===== src/rtl/reg_bank_param.sv =====
// Datapath register bank: NREGS x DATA_W with two registered read ports and write-to-read bypass,
// HI/LO pair, SP/AS stack pointers, ms timer and tick-driven delay countdown.

module reg_bank_rdport #(
  parameter int DATA_W = 32,
  parameter int ADDR_W = 5,
  parameter int NREGS  = 32
) (
  input  logic                          clk,
  input  logic                          reset,
  input  logic                          rd_en,
  input  logic [ADDR_W-1:0]             rd_addr,
  input  logic [NREGS-1:0][DATA_W-1:0]  bank_nxt,
  output logic [DATA_W-1:0]             rd_data
);
  // Reading the post-update image gives the bypass for writes and pointer moves for free.
  always_ff @(posedge clk) begin
    if (reset)      rd_data <= '0;
    else if (rd_en) rd_data <= bank_nxt[rd_addr];
  end
endmodule

module reg_bank_param #(
  parameter int DATA_W   = 32,
  parameter int ADDR_W   = 5,
  parameter int SP_IDX   = 31,
  parameter int AS_IDX   = 30,
  parameter int SP_STEP  = 4,
  parameter int TICK_DIV = 50000
) (
  input  logic              clk,
  input  logic              reset,
  input  logic              rd_en,
  input  logic [ADDR_W-1:0] rd_addr0,
  input  logic [ADDR_W-1:0] rd_addr1,
  output logic [DATA_W-1:0] rd_data0,
  output logic [DATA_W-1:0] rd_data1,
  input  logic              wr_en,
  input  logic [ADDR_W-1:0] wr_addr,
  input  logic [DATA_W-1:0] wr_data,
  input  logic              hilo_we,
  input  logic [DATA_W-1:0] hi_in,
  input  logic [DATA_W-1:0] lo_in,
  output logic [DATA_W-1:0] hi,
  output logic [DATA_W-1:0] lo,
  input  logic              sp_push,
  input  logic              sp_pop,
  input  logic              as_push,
  input  logic              as_pop,
  output logic [DATA_W-1:0] sp_ptr,
  output logic [DATA_W-1:0] as_ptr,
  input  logic              dly_start,
  input  logic [DATA_W-1:0] dly_len,
  output logic              dly_busy,
  output logic [DATA_W-1:0] time_ms
);
  localparam int NREGS = 2**ADDR_W;
  localparam int NRD   = 2;
  localparam int PW    = $clog2(TICK_DIV);
  localparam logic [ADDR_W-1:0] SP_A = ADDR_W'(SP_IDX);
  localparam logic [ADDR_W-1:0] AS_A = ADDR_W'(AS_IDX);

  typedef enum logic {IDLE, RUN} dly_state_t;

  logic [NREGS-1:0][DATA_W-1:0] bank, bank_nxt;
  logic [NRD-1:0][ADDR_W-1:0]   rd_addr;
  logic [NRD-1:0][DATA_W-1:0]   rd_data;

  // Register file next-state: pointer moves first, explicit write overrides them.
  always_comb begin
    bank_nxt = bank;
    if (sp_push && !sp_pop)      bank_nxt[SP_A] = bank[SP_A] + DATA_W'(SP_STEP);
    else if (sp_pop && !sp_push) bank_nxt[SP_A] = bank[SP_A] - DATA_W'(SP_STEP);
    if (as_push && !as_pop)      bank_nxt[AS_A] = bank[AS_A] + DATA_W'(1);
    else if (as_pop && !as_push) bank_nxt[AS_A] = bank[AS_A] - DATA_W'(1);
    if (wr_en) bank_nxt[wr_addr] = wr_data;
    bank_nxt[0] = '0;
  end

  always_ff @(posedge clk) begin
    if (reset) bank <= '0;
    else       bank <= bank_nxt;
  end

  assign sp_ptr = bank[SP_A];
  assign as_ptr = bank[AS_A];

  assign rd_addr[0] = rd_addr0;
  assign rd_addr[1] = rd_addr1;

  generate
    for (genvar p = 0; p < NRD; p++) begin : g_rd
      reg_bank_rdport #(.DATA_W(DATA_W), .ADDR_W(ADDR_W), .NREGS(NREGS)) u_rd (
        .clk      (clk),
        .reset    (reset),
        .rd_en    (rd_en),
        .rd_addr  (rd_addr[p]),
        .bank_nxt (bank_nxt),
        .rd_data  (rd_data[p])
      );
    end
  endgenerate

  assign rd_data0 = rd_data[0];
  assign rd_data1 = rd_data[1];

  always_ff @(posedge clk) begin
    if (reset) begin
      hi <= '0;
      lo <= '0;
    end else if (hilo_we) begin
      hi <= hi_in;
      lo <= lo_in;
    end
  end

  // Millisecond timer
  logic [PW-1:0] presc;
  logic          tick;
  assign tick = (presc == PW'(TICK_DIV-1));

  always_ff @(posedge clk) begin
    if (reset) begin
      presc   <= '0;
      time_ms <= '0;
    end else if (tick) begin
      presc   <= '0;
      time_ms <= time_ms + DATA_W'(1);
    end else begin
      presc   <= presc + PW'(1);
    end
  end

  // Delay countdown counts ticks only, so it never depends on the time_ms value.
  dly_state_t          state, state_nxt;
  logic [DATA_W-1:0]   cnt, cnt_nxt;

  always_ff @(posedge clk) begin
    if (reset) begin
      state <= IDLE;
      cnt   <= '0;
    end else begin
      state <= state_nxt;
      cnt   <= cnt_nxt;
    end
  end

  always_comb begin
    state_nxt = state;
    cnt_nxt   = cnt;
    if (dly_start) begin
      cnt_nxt   = dly_len;
      state_nxt = (dly_len != '0) ? RUN : IDLE;
    end else if (state == RUN && tick) begin
      cnt_nxt = cnt - DATA_W'(1);
      if (cnt == DATA_W'(1)) state_nxt = IDLE;
    end
  end

  assign dly_busy = (cnt != '0);
endmodule


===== config.mk =====
export PLATFORM = sky130hd
export DESIGN_NAME = reg_bank_param
export DESIGN_NICKNAME = d
export VERILOG_FILES = /design/src/rtl/reg_bank_param.sv
export SDC_FILE = /design/constraint.sdc
export NUM_CORES = 2
export LEC_CHECK = 0
export ABC_CLOCK_PERIOD_IN_PS = 4700
export CORE_ASPECT_RATIO = 1.4
export CORE_MARGIN = 1
export CORE_UTILIZATION = 35
export CTS_CLUSTER_SIZE = 30
export DETAILED_ROUTE_END_ITERATION = 6
export PLACE_DENSITY = 0.49
export SYNTH_ARGS = -nofsm -noshare
export SYNTH_HDL_FRONTEND = slang
export SYNTH_HIERARCHICAL = 1
export SYNTH_SLANG_ARGS = --single-unit

===== constraint.sdc =====
create_clock -name clk -period 4.7 [get_ports clk]
set_clock_uncertainty 0.15 [all_clocks]
set_input_delay 0.94 -clock clk [delete_from_list [all_inputs] [get_ports clk]]
set_output_delay 0.94 -clock clk [all_outputs]
set_load 0.1 [all_outputs]

# ---- Word-level counts from Yosys, hierarchy flattened
# Cells that the tools add are included.
dict set report word_totals {
  reg_bits 1233
  inputBits 153
  output_inout_bits 225
  elab_cells 87
}
dict set report op_classes {
  n_addsub 7
  order_cmp 4
  n_eq_ne 2
  n_mux 18
  n_reduce_logical 16
}
# operator n
set op_table {}
lappend op_table {{$bwmux 1024} 1}
lappend op_table {{$mux 1024} 1}
lappend op_table {{$bmux 32 s5} 2}
lappend op_table {{$mux 32} 9}
lappend op_table {{$demux 32 s5} 1}
lappend op_table {{$add 32x1->32 const B} 2}
lappend op_table {{$reduce_bool 32->1} 2}
lappend op_table {{$sub 32x1->32 const B} 2}
lappend op_table {{$add 32x3->32 const B} 1}
lappend op_table {{$eq 32x1->1 const B} 1}
lappend op_table {{$sub 32x3->32 const B} 1}
lappend op_table {{$lt 5x6->1 const B} 3}
lappend op_table {{$add 16x1->16 const B} 1}
lappend op_table {{$eq 16x16->1 const B} 1}
lappend op_table {{$logic_and 1x1->1} 6}
lappend op_table {{$ge 5x1->1 const B} 1}
lappend op_table {{$logic_not 1->1} 4}
lappend op_table {{$mux 1} 4}
lappend op_table {{$reduce_bool 2->1} 2}
lappend op_table {{$reduce_and 2->1} 1}
lappend op_table {{$reduce_or 2->1} 1}

# ---- Longest topological paths before layout
dict set report logic_depth {
  word_depth 8
  ltp_mapped 14
  ltp_nobuf 13
}

# ---- Modules after synthesis
# Netlist, hierarchy kept.
# module n_inst cells_per_inst area_each_um2 seq_area_each_um2
set modules_own_cells {}
lappend modules_own_cells {reg_bank_param 1 4579 47770.8 22761.8}
lappend modules_own_cells {reg_bank_rdport 2 1168 9776.9 640.6}

# ---- Worst setup path before layout
# No wires, ideal clock.
dict set report synth_timing {
  kind {in2reg}
  startpoint {in sp_push}
  endpoint {reg g_rd[0].u_rd.rd_data[21]}
  setup_time_ns 0.086
  t_arrival_ns 3.909
  t_required_ns 4.464
  setup_slack_ns 0.556
  cell_stages 12
  n_path_buf 1
  cell_sequence {clkbuf_1 or4b_2 nor4_1 a22o_1 nand2_1 xor2_1 a21oi_1 mux2i_1 a22oi_1 a21oi_1 or4_1 a211oi_1}
}
# element line_no
set synth_lines {}
lappend synth_lines {{from (decl)} 46} ;# input logic sp_push,
lappend synth_lines {{to (signal assigned)} 19} ;# else if (rd_en) rd_data <= bank_nxt[rd_addr];
lappend synth_lines {{to (decl)} 14} ;# output logic [DATA_W-1:0] rd_data

# ---- Worst setup path in the final report
dict set report layout_timing {
  startpoint {reg cnt[8]}
  endpoint {out dly_busy}
}
dict set report layout_between {
  elab_chain_cells 1
}
# element line_no
set layout_lines {}
lappend layout_lines {{from (decl)} 136} ;# logic [DATA_W-1:0] cnt, cnt_nxt;
lappend layout_lines {{from (signal assigned)} 144} ;# cnt <= cnt_nxt;
lappend layout_lines {{$reduce_bool 32->1} 160} ;# assign dly_busy = (cnt != '0);
lappend layout_lines {{to (decl)} 54} ;# output logic dly_busy,
# No other way between the ends.

==> flow_results.xml <==
<?xml version="1.0" encoding="UTF-8"?>
<metrics>
  <group name="synth">
    <metric name="async_reset_ff_share" unit="%">0</metric>
    <metric name="synth.ff_latch_count" unit="">1201</metric>
    <metric name="synth-compound-area-share" unit="%">10.2</metric>
    <metric name="yosysSeqAreaShare" unit="%">35.7</metric>
    <metric name="postSynthAreaPerCell" unit="sq um">9.74</metric>
    <metric name="synthDistinctLibCells" unit="">64</metric>
    <metric name="synth_edf_count" unit="">0</metric>
    <metric name="synthAdderAreaFrac" unit="%">0.167</metric>
    <metric name="ys_warn_count" unit="">6</metric>
    <metric name="post_synth_instance_area" unit="sq um">67300</metric>
    <metric name="synth_simple_gate_area_share" unit="%">15.2</metric>
    <metric name="synth-main-ff-cell" unit="">sky130_fd_sc_hd__dfxtp_1</metric>
    <metric name="dominant_combinational_cell_family_by_area_after_synthesis" unit="">multiplexers</metric>
    <metric name="synth_xor_area_share" unit="%">1.43</metric>
    <metric name="synthesis.instances" unit="">6915</metric>
    <metric name="yosys-mux-area-fraction" unit="%">31.9</metric>
  </group>
  <group name="sta">
    <metric name="fin_setup_tns" unit="ps">0</metric>
    <metric name="hold-worst-slack" unit="ps">294</metric>
    <metric name="rsz0062_at_grt" unit="">no</metric>
    <metric name="final-max-slew-violation-count" unit="">0</metric>
    <metric name="report.final.hold_viol_count" unit="">0</metric>
    <metric name="max_slew_margin" unit="%">20.4</metric>
    <metric name="timing.final.setup_violations" unit="">0</metric>
    <metric name="fmax" unit="MHz">222</metric>
    <metric name="post_route_clock_period_utilization" unit="%">95.7</metric>
    <metric name="worst-slew-pin-transition" unit="ps">1190</metric>
    <metric name="post-route-min-period" unit="ps">4500</metric>
  </group>
  <group name="global_routing">
    <metric name="antenna_found_initial" unit="">18</metric>
    <metric name="largest_net_degree_at_the_start_of_global_routing" unit="">133</metric>
    <metric name="number_of_global_route_vias_before_repair" unit="">54350</metric>
    <metric name="wire_length_of_the_first_global_routing_pass" unit="microns">382000</metric>
    <metric name="grt.overflow.total" unit="">0</metric>
    <metric name="groute.usage.overall" unit="%">26.4</metric>
  </group>
  <group name="setup_path">
    <metric name="cp.arrival" unit="ps">3410</metric>
    <metric name="most_frequent_cp_cell" unit="">sky130_fd_sc_hd__or4_4</metric>
    <metric name="timing.critical_path.fanout_max" unit="">11</metric>
    <metric name="critical_path.endpoint_type" unit="">output port</metric>
    <metric name="worst_setup_path_start_kind" unit="">register</metric>
    <metric name="critical-path-max-stage-delay" unit="ps">600</metric>
    <metric name="cp.required" unit="ps">3610</metric>
    <metric name="worst_path_max_delay_cell" unit="">sky130_fd_sc_hd__or4_4</metric>
    <metric name="worstSetupPathType" unit="">reg -&gt; out</metric>
    <metric name="worstPathCellList" unit="">or4_1, or4_4, or4_4, nor3_2, nand2_1, buf_4</metric>
  </group>
  <group name="floorplanning">
    <metric name="chipHeight" unit="microns">521</metric>
    <metric name="fp-row-count" unit="">190</metric>
    <metric name="top_level_ports" unit="">378</metric>
    <metric name="die_width" unit="microns">373</metric>
    <metric name="core_area" unit="sq um">191000</metric>
    <metric name="full_die_area" unit="sq um">194000</metric>
    <metric name="initial_cell_density_of_the_core" unit="%">35.2</metric>
  </group>
  <group name="routing">
    <metric name="final_antenna_net_count" unit="">0</metric>
    <metric name="via_per_inst" unit="">5.60</metric>
    <metric name="detail_route.wirelength" unit="microns">265000</metric>
    <metric name="detail_routed_net_length_per_standard_cell" unit="microns">27.1</metric>
    <metric name="drt_first_iter_violations" unit="">4021</metric>
    <metric name="number_of_optimization_iterations_in_the_first_detailed_route_pass" unit="">5</metric>
    <metric name="count_of_unresolved_drc_violations_after_routing" unit="">0</metric>
    <metric name="dr_total_vias" unit="">54717</metric>
  </group>
  <group name="flow_run">
    <metric name="maxCapViolCount" unit="">0</metric>
  </group>
  <group name="place">
    <metric name="cells_after_dpl" unit="">9518</metric>
    <metric name="buffer_ports.inserted" unit="">377</metric>
    <metric name="place.gp.congestion" unit="">0.939</metric>
    <metric name="half_perimeter_wire_length_after_detailed_placement" unit="microns">172000</metric>
  </group>
  <group name="clock_tree">
    <metric name="clock-sinks" unit="">1201</metric>
    <metric name="cts.path.max_buffers" unit="">3</metric>
    <metric name="cts_tree" unit="">done</metric>
    <metric name="cts_post_setup_buffers_inserted" unit="">0</metric>
    <metric name="clockRootBuffer" unit="">sky130_fd_sc_hd__clkbuf_16</metric>
    <metric name="cts_htree_levels" unit="">4</metric>
    <metric name="worstSkewPairLatency" unit="ps">810</metric>
    <metric name="cts-buffers-inserted" unit="">139</metric>
    <metric name="path_clk_slew" unit="ps">60</metric>
  </group>
  <group name="finish">
    <metric name="multi_input_area" unit="sq um">40100</metric>
    <metric name="drive_gt1_share" unit="%">22.5</metric>
    <metric name="fill_cells" unit="">18797</metric>
    <metric name="seqCellArea" unit="sq um">24000</metric>
    <metric name="flow.area_growth_from_synthesis" unit="%">18.4</metric>
    <metric name="finish.cell_count_without_fillers" unit="">9770</metric>
    <metric name="post-route-util" unit="%">41.7</metric>
    <metric name="count_of_nets_after_finishing" unit="">7325</metric>
  </group>
  <group name="power_and_ir_drop">
    <metric name="vdd_ir_drop_max" unit="mV">0.376</metric>
    <metric name="pwr_per_cell_area" unit="nW/um^2">337</metric>
    <metric name="power.internal" unit="mW">18.5</metric>
    <metric name="share_seq_of_total_power" unit="%">39.8</metric>
    <metric name="power.static_leakage" unit="nW">33.0</metric>
    <metric name="clock_share_of_power" unit="%">41.6</metric>
    <metric name="power_switching_share" unit="%">31.2</metric>
    <metric name="fraction_of_power_consumed_by_combinational_cells" unit="%">18.6</metric>
    <metric name="post-layout-total-power" unit="mW">26.9</metric>
    <metric name="power.switching" unit="mW">8.38</metric>
  </group>
  <group name="status">
    <metric name="outcome" unit="">complete, no violations</metric>
  </group>
  <group name="hold_path">
    <metric name="hold_class" unit="">reg -&gt; reg</metric>
  </group>
</metrics>
## timing repair
item                       CTS  global route
gates resized for setup      1             1
hold endpoints to repair     0             0
hold buffers                 0             0
setup endpoints to repair    1             1
## metrics by stage
step | worst slack, ps | cell area, sq um
3_5_place_dp | -75.8 | 75100
4_1_cts | 28.7 | 79700
5_1_grt | 48.8 | 79700
6_report | 200 | 79700
3_3_place_gp | -72.9 | 75100
2_1_floorplan | 556 | 67600
## power by group through the flow
stage	Clock (mW)	Sequential, mW	Combinational, mW
5_1_grt	11.8	10.7	5.21
6_report	11.2	10.7	5.00
3_3_place_gp	0	10.9	4.97
4_1_cts	11.4	10.7	4.98
3_5_place_dp	0	10.9	4.96
2_1_floorplan	0	11.3	2.76
## cell usage in the layout (no fill, tap or decap), types with 37 or more instances in the layout
cell / count
sky130_fd_sc_hd__clkbuf_1: 37
sky130_fd_sc_hd__dfxtp_1: 1201
sky130_fd_sc_hd__clkbuf_16: 143
sky130_fd_sc_hd__nor2b_1: 962
sky130_fd_sc_hd__buf_12: 91
sky130_fd_sc_hd__a22oi_1: 516
sky130_fd_sc_hd__nor2_1: 288
sky130_fd_sc_hd__buf_4: 318
sky130_fd_sc_hd__mux2_2: 934
sky130_fd_sc_hd__xnor2_1: 73
sky130_fd_sc_hd__or4_1: 79
sky130_fd_sc_hd__nand3_1: 45
sky130_fd_sc_hd__xor2_1: 37
sky130_fd_sc_hd__clkdlybuf4s50_1: 348
sky130_fd_sc_hd__a21oi_1: 322
sky130_fd_sc_hd__a211oi_1: 100
sky130_fd_sc_hd__nand2_1: 103
sky130_fd_sc_hd__conb_1: 64
sky130_fd_sc_hd__mux2i_1: 1096
sky130_fd_sc_hd__nand4_1: 39
sky130_fd_sc_hd__nor3_1: 66
sky130_fd_sc_hd__nor4_1: 48
## layer usage
metal / wire length [microns] / track usage (%)
met1: 110000 / 32.1
met2: 127000 / 45.0
met3: 13200 / 3.83
met4: 14800 / 14.2
met5: 39 / 0
## synthesized netlist by cell type (8+ instances only)
cell type                  count  area (sq um)
sky130_fd_sc_hd__buf_6        47           529
sky130_fd_sc_hd__xor2_1       37           324
sky130_fd_sc_hd__nor4_1       48           300
sky130_fd_sc_hd__buf_4       126           946
sky130_fd_sc_hd__nor3_1       67           335
sky130_fd_sc_hd__a22oi_1     516          3870
sky130_fd_sc_hd__buf_1        78           293
sky130_fd_sc_hd__nand2b_1     11          68.8
sky130_fd_sc_hd__nand3b_1      8          60.1
sky130_fd_sc_hd__mux2i_1    1096         11000
sky130_fd_sc_hd__or2_2        11          68.8
sky130_fd_sc_hd__or4_1        80           601
sky130_fd_sc_hd__clkbuf_1    459          1720
sky130_fd_sc_hd__nand4_1      39           244
sky130_fd_sc_hd__mux2_2      934         10500
sky130_fd_sc_hd__and4_1       10          87.6
sky130_fd_sc_hd__dfxtp_1    1201         24000
sky130_fd_sc_hd__a211oi_1    100           751
sky130_fd_sc_hd__or3_1        32           200
sky130_fd_sc_hd__nor2b_1     966          6040
sky130_fd_sc_hd__inv_1        30           113
sky130_fd_sc_hd__and3_1       12          75.1
sky130_fd_sc_hd__o22ai_1      13          81.3
sky130_fd_sc_hd__ha_1          9           113
sky130_fd_sc_hd__nand2_1     122           458
sky130_fd_sc_hd__o21ai_0      30           150
sky130_fd_sc_hd__a21oi_1     322          1610
sky130_fd_sc_hd__nand3_1      45           225
sky130_fd_sc_hd__xnor2_1      73           639
sky130_fd_sc_hd__nor2_1      305          1140
## critical path, delay by kind of cell, from the launching register on
family | cells | cell delay (ps)
flops | 1 | 350
buf+inv | 1 | 240
simple gates | 5 | 2020
## path summary, 6_finish.rpt
kind         startpoint  slack, ps  cells past startpoint                  endpoint
max              cnt[8]        200                      6                  dly_busy
min            presc[0]        290                      1                  presc[0]
max reg2reg   sp_ptr[2]        500                     12  g_rd[1].u_rd/rd_data[24]
min reg2reg    presc[0]        290                      1                  presc[0]
## sequential cells by signal, indices dropped and copies added, names as in the netlist
signal	flops
bank	928
time_ms	32
presc	16
sp_ptr	32
state	1
g_rd.u_rd/rd_data	64
cnt	32
hi	32
lo	32
as_ptr	32
## logic make-up (layout without fill, tap and decap cells)
kind of cell / Yosys count / count (layout)
AO/OA/AOI/OAI: 1029 / 1029
XOR/XNOR: 110 / 110
adder cells (fa/ha/maj): 9 / 9
buffers and inverters: 748 / 1037
flip-flops: 1201 / 1201
multiplexers: 2030 / 2030
other: 1 / 71
AND/OR/NAND/NOR: 1787 / 1787
## cell type report
cell class                      instances  area share (%)
Multi-Input combinational cell       5029            50.3
Sequential cell                      1201            30.2
Inverter                               31           0.146
Antenna cell                            7          0.0220
Timing Repair Buffer                  761            9.72
Clock buffer                          208            5.15
Clock inverter                         37           0.606
Tap cell                             2496            3.92
Power figures use the tool's default switching activity.
